[config.mk]
export PLATFORM = sky130hd
export DESIGN_NAME = regfile_wb_arbiter
export DESIGN_NICKNAME = d
export VERILOG_FILES = /design/src/rtl/regfile_pkg.sv /design/src/rtl/wb_slot.sv /design/src/rtl/regfile_wb_arbiter.sv
export SDC_FILE = /design/constraint.sdc
export NUM_CORES = 1
export LEC_CHECK = 0
export ABC_CLOCK_PERIOD_IN_PS = 2900
export BUFFER_PORTS_ARGS = -buffer_cell sky130_fd_sc_hd__clkbuf_2
export CAP_MARGIN = 20
export CORE_ASPECT_RATIO = 1.75
export CORE_MARGIN = 2
export CORE_UTILIZATION = 35
export CTS_CLUSTER_SIZE = 12
export DETAILED_ROUTE_END_ITERATION = 8
export GPL_TIMING_DRIVEN = 0
export PLACE_DENSITY = 0.65
export SYNTH_ARGS = -nofsm -noshare
export SYNTH_HDL_FRONTEND = slang
export SYNTH_SLANG_ARGS = --single-unit
[constraint.sdc]
create_clock -name clk -period 2.9 [get_ports clk]
set_input_delay 0.145 -clock clk [delete_from_list [all_inputs] [get_ports clk]]
set_output_delay 0.145 -clock clk [all_outputs]
set_load 0.05 [all_outputs]
[src/rtl/regfile_pkg.sv]
// Shared widths, requester identifiers and the write-request record used around
// the register-file write-back path.
package regfile_pkg;

  localparam int DATA_W = 32;
  localparam int ADDR_W = 5;
  localparam int NREG   = 1 << ADDR_W;

  localparam int REQ_ALU = 0;
  localparam int REQ_MEM = 1;

  typedef struct packed {
    logic [ADDR_W-1:0] rd;
    logic [DATA_W-1:0] data;
  } wb_req_t;

endpackage

[src/rtl/wb_slot.sv]
// One-entry holding buffer for a pending register write, with a full flag and an
// age bit that marks it as the older of the two slots when both are occupied.
module wb_slot #(
  parameter int DATA_W = regfile_pkg::DATA_W,
  parameter int ADDR_W = regfile_pkg::ADDR_W
) (
  input  logic              clk,
  input  logic              rst,
  input  logic              capture,
  input  logic              drain,
  input  logic              age_in,
  input  logic              promote,
  input  logic [ADDR_W-1:0] load_reg,
  input  logic [DATA_W-1:0] load_data,
  output logic              full,
  output logic              age,
  output logic [ADDR_W-1:0] held_reg,
  output logic [DATA_W-1:0] held_data
);

  logic keep;

  // Writes to register 0 are accepted but never held.
  assign keep = (load_reg != '0);

  // NOTE: non-blocking assignments for every flop so all state samples pre-edge values.
  always_ff @(posedge clk or negedge rst) begin
    if (!rst) begin
      full      <= 1'b0;
      age       <= 1'b0;
      held_reg  <= '0;
      held_data <= '0;
    end else if (capture) begin
      // Capture only happens when empty or draining, so it takes precedence.
      full      <= keep;
      age       <= keep & age_in;
      held_reg  <= load_reg;
      held_data <= load_data;
    end else if (drain) begin
      full <= 1'b0;
      age  <= 1'b0;
    end else if (promote && full) begin
      age <= 1'b1;
    end
  end

endmodule

[src/rtl/regfile_wb_arbiter.sv]
// Write-back arbiter for the single-write-port register file: two holding slots,
// round-robin / oldest-first grant, registered write port and a pending-write mask.
module regfile_wb_arbiter #(
  parameter int DATA_W = regfile_pkg::DATA_W,
  parameter int ADDR_W = regfile_pkg::ADDR_W,
  parameter int NREG   = 2 ** ADDR_W
) (
  input  logic              clk,
  input  logic              rst,
  input  logic              req0_valid,
  output logic              req0_ready,
  input  logic [ADDR_W-1:0] req0_reg,
  input  logic [DATA_W-1:0] req0_data,
  input  logic              req1_valid,
  output logic              req1_ready,
  input  logic [ADDR_W-1:0] req1_reg,
  input  logic [DATA_W-1:0] req1_data,
  output logic              write_back_en,
  output logic [ADDR_W-1:0] write_back_reg,
  output logic [DATA_W-1:0] write_back,
  output logic [NREG-1:0]   pending
);

  import regfile_pkg::REQ_ALU;
  import regfile_pkg::REQ_MEM;

  logic [1:0]        full, age, grant, capture, age_in, promote;
  logic [ADDR_W-1:0] slot_reg  [2];
  logic [DATA_W-1:0] slot_data [2];
  logic              rr, rr_flip;

  assign req0_ready       = ~full[REQ_ALU] | grant[REQ_ALU];
  assign req1_ready       = ~full[REQ_MEM] | grant[REQ_MEM];
  assign capture[REQ_ALU] = req0_valid & req0_ready;
  assign capture[REQ_MEM] = req1_valid & req1_ready;

  // A new capture is younger than anything the other slot keeps; on a shared
  // capture edge the memory slot counts as older. A lone survivor becomes oldest.
  assign age_in[REQ_ALU]  = ~((full[REQ_MEM] & ~grant[REQ_MEM]) |
                              (capture[REQ_MEM] & (req1_reg != '0)));
  assign age_in[REQ_MEM]  = ~(full[REQ_ALU] & ~grant[REQ_ALU]);
  assign promote[REQ_ALU] = ~full[REQ_MEM] | grant[REQ_MEM];
  assign promote[REQ_MEM] = ~full[REQ_ALU] | grant[REQ_ALU];

  wb_slot #(.DATA_W(DATA_W), .ADDR_W(ADDR_W)) u_slot_alu (
    .clk      (clk),
    .rst      (rst),
    .capture  (capture[REQ_ALU]),
    .drain    (grant[REQ_ALU]),
    .age_in   (age_in[REQ_ALU]),
    .promote  (promote[REQ_ALU]),
    .load_reg (req0_reg),
    .load_data(req0_data),
    .full     (full[REQ_ALU]),
    .age      (age[REQ_ALU]),
    .held_reg (slot_reg[REQ_ALU]),
    .held_data(slot_data[REQ_ALU])
  );

  wb_slot #(.DATA_W(DATA_W), .ADDR_W(ADDR_W)) u_slot_mem (
    .clk      (clk),
    .rst      (rst),
    .capture  (capture[REQ_MEM]),
    .drain    (grant[REQ_MEM]),
    .age_in   (age_in[REQ_MEM]),
    .promote  (promote[REQ_MEM]),
    .load_reg (req1_reg),
    .load_data(req1_data),
    .full     (full[REQ_MEM]),
    .age      (age[REQ_MEM]),
    .held_reg (slot_reg[REQ_MEM]),
    .held_data(slot_data[REQ_MEM])
  );

  // NOTE: defaults first so every path assigns every output and no latch is inferred.
  always_comb begin
    grant   = '0;
    rr_flip = 1'b0;
    if (full[REQ_ALU] && full[REQ_MEM]) begin
      if (slot_reg[REQ_ALU] == slot_reg[REQ_MEM]) begin
        // Same destination: program order wins and the pointer is left alone.
        grant[age[REQ_MEM] ? REQ_MEM : REQ_ALU] = 1'b1;
      end else begin
        grant[rr ? REQ_MEM : REQ_ALU] = 1'b1;
        rr_flip = 1'b1;
      end
    end else if (full[REQ_ALU]) begin
      grant[REQ_ALU] = 1'b1;
    end else if (full[REQ_MEM]) begin
      grant[REQ_MEM] = 1'b1;
    end
  end

  always_ff @(posedge clk or negedge rst) begin
    if (!rst) begin
      rr             <= 1'b0;
      write_back_en  <= 1'b0;
      write_back_reg <= '0;
      write_back     <= '0;
    end else begin
      if (rr_flip) rr <= ~rr;
      write_back_en <= |grant;
      if (grant[REQ_ALU]) begin
        write_back_reg <= slot_reg[REQ_ALU];
        write_back     <= slot_data[REQ_ALU];
      end else if (grant[REQ_MEM]) begin
        write_back_reg <= slot_reg[REQ_MEM];
        write_back     <= slot_data[REQ_MEM];
      end
    end
  end

  always_comb begin
    pending = '0;
    if (full[REQ_ALU]) pending[slot_reg[REQ_ALU]] = 1'b1;
    if (full[REQ_MEM]) pending[slot_reg[REQ_MEM]] = 1'b1;
    if (write_back_en) pending[write_back_reg] = 1'b1;
    pending[0] = 1'b0;
  end

endmodule

# Word level (Yosys, flattened, before mapping)

Index checks and enable logic that the tools add are counted.

Flip-flop bits (word level): 116
Input bits: 78
Word-level logic and storage cells: 82

Magnitude comparators: 10
Equality and inequality tests: 1
Muxes and demuxes: 33
Bitwise gates (word level): 13
Reductions and logical operators: 14

Operators with widths:

| kind                                                                          | count |
|---|---|
| 32-bit 2-to-1 mux                                                             | 5 |
| 32-bit OR                                                                     | 2 |
| 1-bit 2-to-1 mux                                                              | 19 |
| 5-bit by 6-bit less-than comparator with 1-bit output (second input constant) | 3 |
| 1-bit demux with 5-bit select                                                 | 3 |
| 5-bit by 1-bit >= comparator with 1-bit output (second input constant)        | 3 |
| 5-bit 2-to-1 mux                                                              | 2 |
| 5-bit nonzero test                                                            | 2 |
| 1-bit logical AND                                                             | 7 |
| 2-bit nonzero test                                                            | 3 |
| 5-bit equality test                                                           | 1 |
| 1-bit NOT                                                                     | 5 |
| 1-bit AND                                                                     | 4 |
| 1-bit by 2-bit less-than comparator with 1-bit output (second input constant) | 2 |
| 2-bit 2-to-1 mux                                                              | 2 |
| 3-bit nonzero test                                                            | 1 |
| 1-bit demux with 1-bit select                                                 | 2 |
| 1-bit >= comparator (second input constant)                                   | 2 |
| 1-bit OR                                                                      | 2 |
| 2-bit OR reduction                                                            | 1 |

# Logic depth before layout (Yosys ltp)

Gate-level depths: netlist of run 1.

Word-level depth: 12
Gate-level depth with buffers: 8
Mapped depth without buffers: 5

# Hierarchy

From an unflattened synthesis of run 1, not the netlist that was laid out.

Cell total of the unflattened synthesis: 534
Area total of the unflattened synthesis: 5,974.5 sq um

By module, submodules not included:

| module             | times used | cells an instance | area each (sq um) | sequential area each (sq um) |
|---|---|---|---|---|
| regfile_wb_arbiter | 1          | 358               | 3,051.7           | 975.9 |
| wb_slot            | 2          | 88                | 1,461.4           | 975.9 |

# Worst setup path after synthesis of run 1

No wires, ideal clock.

Path type: register to register
From: register u_slot_mem.held_reg[0]
To: register u_slot_alu.held_data[27]
Library setup time: 0.125 ns
Arrival time: 1.855 ns
Data required time: 2.775 ns
Setup slack: 0.920 ns
Cell stages (with the launch flop): 8
Path buffers: 2
Period minus slack after synthesis: 1.980 ns
Cell sequence: dfrtp_1 > buf_6 > xnor2_1 > and3_2 > nor2_1 > nor3_4 > buf_6 > mux2_2

Longest elaborated chain between the ends: 5

Ends and longest elaborated chain:

| item                     | line                     | source |
|---|---|---|
| start: declaration       | wb_slot.sv:17            | `output logic [ADDR_W-1:0] held_reg,` |
| start signal: assignment | wb_slot.sv:37            | `held_reg <= load_reg;` |
| 5-bit equality test      | regfile_wb_arbiter.sv:80 | `if (slot_reg[REQ_ALU] == slot_reg[REQ_MEM]) begin` |
| 2-bit 2-to-1 mux         | regfile_wb_arbiter.sv:80 |  |
| 2-bit 2-to-1 mux         | regfile_wb_arbiter.sv:79 | `if (full[REQ_ALU] && full[REQ_MEM]) begin` |
| 1-bit OR                 | regfile_wb_arbiter.sv:32 | `assign req0_ready = ~full[REQ_ALU] \| grant[REQ_ALU];` |
| 1-bit AND                | regfile_wb_arbiter.sv:34 | `assign capture[REQ_ALU] = req0_valid & req0_ready;` |
| end signal: assignment   | wb_slot.sv:38            | `held_data <= load_data;` |
| end: declaration         | wb_slot.sv:18            | `output logic [DATA_W-1:0] held_data` |

No other way between the ends.
A chain may end at the register's enable or synchronous reset.

# Worst setup path after layout of run 1

From: register u_slot_alu.full
To: output port pending[12]

Longest elaborated chain between the ends: 5

Ends and longest elaborated chain:

| item                     | line                      | source |
|---|---|---|
| start: declaration       | wb_slot.sv:15             | `output logic full,` |
| start signal: assignment | wb_slot.sv:35             | `full <= keep;` |
| 32-bit 2-to-1 mux (*)    | regfile_wb_arbiter.sv:115 | `if (full[REQ_ALU]) pending[slot_reg[REQ_ALU]] = 1'b1;` |
| 32-bit OR (no line)      | --                        |  |
| 32-bit 2-to-1 mux (*)    | regfile_wb_arbiter.sv:116 | `if (full[REQ_MEM]) pending[slot_reg[REQ_MEM]] = 1'b1;` |
| 32-bit OR (no line)      | --                        |  |
| 32-bit 2-to-1 mux (*)    | regfile_wb_arbiter.sv:117 | `if (write_back_en) pending[write_back_reg] = 1'b1;` |
| end: declaration         | regfile_wb_arbiter.sv:21  | `output logic [NREG-1:0] pending` |

Every way passes the cells marked *; elsewhere a longest branch is shown, timed or not.

==> impl_metrics.tcl, run 1 <==
set metrics [dict create \
    post-route-period-util_pct 95.3 \
    rr_worst_depth 6 \
    max-vdd-ir-drop_mv 0.648 \
    syn_avg_cell_area_um2 11.6 \
    slew_viol_final 0 \
    start_kind "flip-flop" \
    largest_reg_flops 37 \
    grt_overflow 0 \
    antenna_found_initial 0 \
    final_common_cell "clkbuf_2" \
    numCtsBuffers 17 \
    maxCapViolCount 0 \
    setup_violations 0 \
    die_area_um2 18000 \
    core_area_um2 16800 \
    diodes 0 \
    synth-seq-cells 116 \
    rr_startpoint "u_slot_alu.held_reg[1]$_DFFE_PN0P_" \
    viasPerCell 5.02 \
    fp-row-count 63 \
    die_h_um 176 \
    worst_pin_slew_ns 1.13 \
    postSynthCellCount 512 \
    clkSinkCount 116 \
    groute.usage.overall_pct 19.7 \
    finalHoldViolations 0 \
    ant_nets 0 \
    place_hpwl_mm 11.7 \
    synthesis.nets 590 \
    area_growth_pct 41.4 \
    yosys.area.top_type "dfrtp_1" \
    wire_per_inst_um 17.2 \
    stdcell_area_um2 8390 \
    clock.fmax_ghz 0.362 \
    drt_wl_total_mm 17.1 \
    period_minus_slack_ns 2.76 \
    drt_pre_antenna_iters 5 \
    chipWidth_um 102 \
    r2r_slack_ns 0.52 \
    mappedNetlistArea_um2 5930 \
    fin_setup_tns_ns 0 \
    timing.rr.end "u_slot_alu.held_data[7]$_DFFE_PN0P_" \
    clk_pin_slew_worst_paths_ns 0.05 \
    place_area_um2 6990 \
    insertion_delay_ns 0.41 \
    layout_setup_ws_ns 0.136 \
    final_cell_mix "clkbuf_2 (148), dfrtp_1 (116), dlygate4sd3_1 (75)" \
    status "complete, no violations" \
    place_congestion 0.913 \
    synthDistinctLibCells 39 \
    root_buffer "clkbuf_16" \
    synth_edf_count 0 \
    skew_ns 0.00497 \
    critPathCaptureType "output port" \
    fin_nets 833 \
    grt_first_pass_wirelength_mm 27.7 \
    drive_above_1_share_pct 37.4 \
    worstSetupStartpoint "u_slot_alu.full$_DFFE_PN0P_" \
    ys_seq_area_share_pct 48.9 \
    p_leak_nw 4.07 \
    tritoncts "built" \
    rsz0062_at_grt "false" \
    min_path_type "in -> reg" \
    cp_max_fo 9 \
    io_pins 150 \
    ys.flop_type "dfrtp_1" \
    fillers 1502 \
    drc 0 \
    grt_pass1_vias 5153 \
    worstSetupPathType "reg -> out" \
    max_slew_margin_pct 24.4 \
    synthTopCellsByArea "dfrtp_1 (49%), mux2_2 (9.5%), mux2_4 (7.6%)" \
    htree_levels 4 \
    crit_end "pending[12]" \
    dp_slack_ns 0.308 \
    cts_buffer_depth 2 \
    drtIter0Drc 427 \
    portBuffers 148 \
    start_util_pct 35.3 \
    cp_data_required_time_ns 2.76 \
    synth_top_area_share_pct 48.9 \
    grt_max_degree 107 \
    vias 4996 \
    critical_path_arrival_ns 2.62 \
    cts_setup_buffers 0 \
    design_power_total_mw 9.87 \
    synth-async-reset-ratio_pct 100 \
    synth_warnings 0 \
    power_density_nw_per_um2 1180 \
]
## cell families (layout without fill, tap and decap cells)
| group | Yosys count | after routing | synth area share (%) |
|---|---|---|---|
| and+or+nand+nor | 152 | 152 | 11.9 |
| DFF | 116 | 116 | 48.9 |
| muxes | 114 | 114 | 22.8 |
| AOI/OAI and AO/OA | 77 | 77 | 11.0 |
| buffers and inverters | 46 | 302 | 4.34 |
| xor gates and xnor gates | 6 | 6 | 0.886 |
| other | 1 | 1 | 0.0632 |
## worst min-delay path by stage
stage | startpoint | endpoint | slack [ns] | depth (start not counted)
after detailed placement | rst | u_slot_alu.held_data[22]$_DFFE_PN0P_ | -0.01 | 1
after floorplan | rst | rr$_DFFE_PN0P_ | -0.15 | 0
after global placement | req0_data[16] | u_slot_alu.held_data[16]$_DFFE_PN0P_ | 0.38 | 2
final | req0_reg[3] | u_slot_alu.held_reg[3]$_DFFE_PN0P_ | 0.002 | 2
after CTS | req0_reg[3] | u_slot_alu.held_reg[3]$_DFFE_PN0P_ | 0.004 | 2
after global routing | req0_reg[3] | u_slot_alu.held_reg[3]$_DFFE_PN0P_ | 0.007 | 2
## where the power goes
part / switching (mW) / leakage, nW / internal [mW] / total [mW]
Clock: 0.759 / 0.305 / 1.48 / 2.24
Combinational: 3.11 / 2.41 / 1.69 / 4.81
Sequential: 0.490 / 1.36 / 2.34 / 2.83
Total: 4.36 / 4.07 / 5.51 / 9.87
## cells in the mapped netlist (4+ instances only)
cell type	count
nor3b_1	12
nor2_1	43
buf_2	8
buf_6	9
a221o_1	33
and3b_1	4
a22oi_1	28
nor3_1	5
o21ai_0	4
clkbuf_1	18
inv_1	6
xnor2_1	5
dfrtp_1	116
mux2_2	50
and3_1	7
mux2i_1	33
nand2_1	70
mux2_4	30
## stage by stage
stage                     util [%]  hold slack, ns  cells
after detailed placement      41.6         -0.0121    888
final                         50.0         0.00244    995
after global placement        41.4           0.377    887
after global routing          50.0         0.00676    995
after floorplan                  -          -0.151    512
after CTS                     50.0         0.00395    995
## cell type report
| class | count | area (um^2) | area share, % |
|---|---|---|---|
| plain buffers | 40 | 236 | 2.82 |
| clock buffers | 19 | 453 | 5.40 |
| clock inverters | 13 | 180 | 2.15 |
| inverters | 6 | 22.5 | 0.268 |
| multi-input cells | 350 | 2780 | 33.2 |
| flip-flops and latches | 116 | 2900 | 34.6 |
| well taps | 227 | 284 | 3.39 |
| repair buffers | 224 | 1530 | 18.2 |
## what timing repair did
item / 4_1_cts / 5_1_grt
hold endpoints to repair: 190 / 0
resized for setup: 2 / 1
hold buffers: 75 / 0
endpoints found under the setup margin: 9 / 1
## critical path, cell delays in order (launching register included)
cell	delay (ns)
dfrtp_1	0.32
clkbuf_1	0.32
nor3b_1	0.91
a22oi_1	0.23
nand2_1	0.15
clkbuf_2	0.28
## routing by layer
metal / part of all wire [%] / GRT usage (%) / up-vias
met5: 0 / 0 / -
met4: 3.2 / 8.72 / 0
li1: - / - / 2344
met1: 39 / 23.3 / 2438
met2: 54 / 34.5 / 178
met3: 3.8 / 3.25 / 36
No activity file was read; power rests on OpenSTA's default activity.
==> run 2, diff against run 1 <==
--- a/config.mk
+++ b/config.mk
@@ -5,7 +5,7 @@
 export SDC_FILE = /design/constraint.sdc
 export NUM_CORES = 1
 export LEC_CHECK = 0
-export ABC_CLOCK_PERIOD_IN_PS = 2900
+export ABC_CLOCK_PERIOD_IN_PS = 3500
 export BUFFER_PORTS_ARGS = -buffer_cell sky130_fd_sc_hd__clkbuf_2
 export CAP_MARGIN = 20
 export CORE_ASPECT_RATIO = 1.75
==> constraint.sdc (replaced) <==
create_clock -name clk -period 3.5 [get_ports clk]
set_input_delay 0.175 -clock clk [delete_from_list [all_inputs] [get_ports clk]]
set_output_delay 0.175 -clock clk [all_outputs]
set_load 0.05 [all_outputs]
==> impl_metrics.tcl, run 2 (synthesis gave the netlist of run 1 again) <==
set metrics [dict create \
    tritoncts "built" \
    worstSetupPathType "reg -> out" \
    grt_pass1_vias 5085 \
    io_pins 150 \
    worst_hold_slack_ns 0.0182 \
    power.internal_mw 4.55 \
    min_path_type "in -> reg" \
    hold_end "u_slot_alu.held_data[28]$_DFFE_PN0P_" \
    critical_path_arrival_ns 2.98 \
    drc 0 \
    place_congestion 0.913 \
    worstSetupStartpoint "u_slot_mem.full$_DFFE_PN0P_" \
    post-route-period-util_pct 90.2 \
    period_minus_slack_ns 3.16 \
    rr_startpoint "u_slot_alu.held_reg[1]$_DFFE_PN0P_" \
    drt_pre_antenna_iters 5 \
    die_h_um 176 \
    p_clk_share_pct 22.8 \
    critPathMostFrequentCell "inv_1" \
    r2r_slack_ns 1.10 \
    drtIter0Drc 347 \
    switching_power_mw 3.60 \
    portBuffers 148 \
    cp_max_fo 10 \
    start_util_pct 35.3 \
    final_cell_mix "clkbuf_2 (147), dfrtp_1 (116), nand2_1 (70)" \
    max-vdd-ir-drop_mv 0.534 \
    hp-start "req0_data[28]" \
    insertion_delay_ns 0.41 \
    grt_first_pass_wirelength_mm 27.3 \
    critPathMaxStageDelay_ns 0.95 \
    ctsResizeCount 0 \
    drt_wl_total_mm 16.8 \
    viasPerCell 5.01 \
    groute.usage.overall_pct 19.4 \
    core_area_um2 16800 \
    clk_pin_slew_worst_paths_ns 0.05 \
    drive_above_1_share_pct 37.9 \
    finalHoldViolations 0 \
    cts_buffer_depth 2 \
    crit_slowest_cell "nor3b_1" \
    vias 4887 \
    die_area_um2 18000 \
    ant_nets 0 \
    status "complete, no violations" \
    clock.fmax_ghz 0.317 \
    diodes 0 \
    area_growth_pct 38.0 \
    skew_ns 0.00507 \
    cts_setup_buffers 0 \
    hold_depth 2 \
    maxCapViolCount 0 \
    chipWidth_um 102 \
    netSwitchingFraction_pct 44.2 \
    critPathCaptureType "output port" \
    numCtsBuffers 17 \
    fp-row-count 63 \
    final_common_cell "clkbuf_2" \
    wire_per_inst_um 17.2 \
    timing.rr.end "u_slot_alu.held_data[7]$_DFFE_PN0P_" \
    cp_data_required_time_ns 3.32 \
    rr_worst_depth 6 \
    fin_nets 814 \
    grt_overflow 0 \
    crit_chain "clkbuf_1 > inv_1 > nor3b_1 > a222oi_1 > inv_1 > clkbuf_2" \
    start_kind "flip-flop" \
    largest_reg_flops 37 \
    share_comb_of_total_power_pct 48.5 \
    rsz0062_at_grt "false" \
    max_slew_margin_pct 23.2 \
    p_seq_share_pct 28.7 \
    p_leak_nw 3.99 \
    power_density_nw_per_um2 996 \
    root_buffer "clkbuf_16" \
    grt_max_degree 107 \
    setup_violations 0 \
    slew_viol_final 0 \
    worst_pin_slew_ns 1.15 \
    htree_levels 4 \
    antenna_found_initial 0 \
    clkSinkCount 116 \
    place_hpwl_mm 11.7 \
    fin_setup_tns_ns 0 \
]
-- run 2: cell count changes in the layout (fill, tap and decap cells not counted), sizes merged --
cell | before | now
dlygate4sd3 | 75 | 56
buf | 22 | 23
clkbuf | 186 | 185
-- run 2: layout make-up --
| class | count | area, um^2 |
|---|---|---|
| fillers | 1520 | 8600 |
| flip-flops and latches | 116 | 2900 |
| multi-input cells | 350 | 2770 |
| repair buffers | 205 | 1340 |
| clock buffers | 19 | 453 |
| well taps | 227 | 284 |
| plain buffers | 40 | 235 |
| clock inverters | 13 | 180 |
| inverters | 6 | 22.5 |
-- run 2: worst max-delay path: cells and delay by family (launching register included) --
kind	cells	cell delay [ns]
buffers and inverters	4	0.99
AND/OR/NAND/NOR	1	0.95
flip-flops	1	0.38
AO/OA/AOI/OAI	1	0.25
-- run 2: through the flow --
stage / utilization [%] / power [mW] / cells / setup WS [ns] / area [um^2]
6_report: 48.8 / 8.15 / 976 / 0.341 / 8190
5_1_grt: 48.8 / 8.61 / 976 / 0.230 / 8190
4_1_cts: 48.7 / 8.19 / 975 / 0.419 / 8180
3_5_place_dp: 41.6 / 6.25 / 888 / 0.878 / 6990
3_3_place_gp: 41.4 / 6.19 / 887 / 0.437 / 6960
2_1_floorplan: - / 5.27 / 512 / 1.52 / 5930
-- run 2: power groups by stage --
stage / logic, mW / clock network (mW) / registers (mW)
2_1_floorplan: 2.23 / 0 / 3.03
3_3_place_gp: 3.84 / 0 / 2.35
3_5_place_dp: 3.90 / 0 / 2.36
4_1_cts: 3.96 / 1.89 / 2.34
5_1_grt: 4.23 / 1.95 / 2.42
6_report: 3.95 / 1.86 / 2.34
-- run 2: per-layer routing --
layer	GRT usage, %	share of wire, %	vias up
met1	22.8	39	2392
met3	3.56	4.1	38
met5	0	0	-
met4	8.72	3.4	0
li1	-	-	2305
met2	33.8	53	152
-- run 2: how the worst max path moves through the flow --
stage,to,slack [ns],cells past startpoint
after floorplan,u_slot_alu.held_data[27]$_DFFE_PN0P_,1.52,7
after global placement,u_slot_alu.held_data[11]$_DFFE_PN0P_,0.44,1
after detailed placement,pending[21],0.88,6
after CTS,pending[21],0.42,6
after global routing,pending[21],0.23,6
final,pending[21],0.34,6
-- run 2: timing repair --
| item | CTS | global route |
|---|---|---|
| hold buffers | 55 | 1 |
| endpoints found under the hold margin | 170 | 1 |
| endpoints found under the setup margin | 0 | 0 |
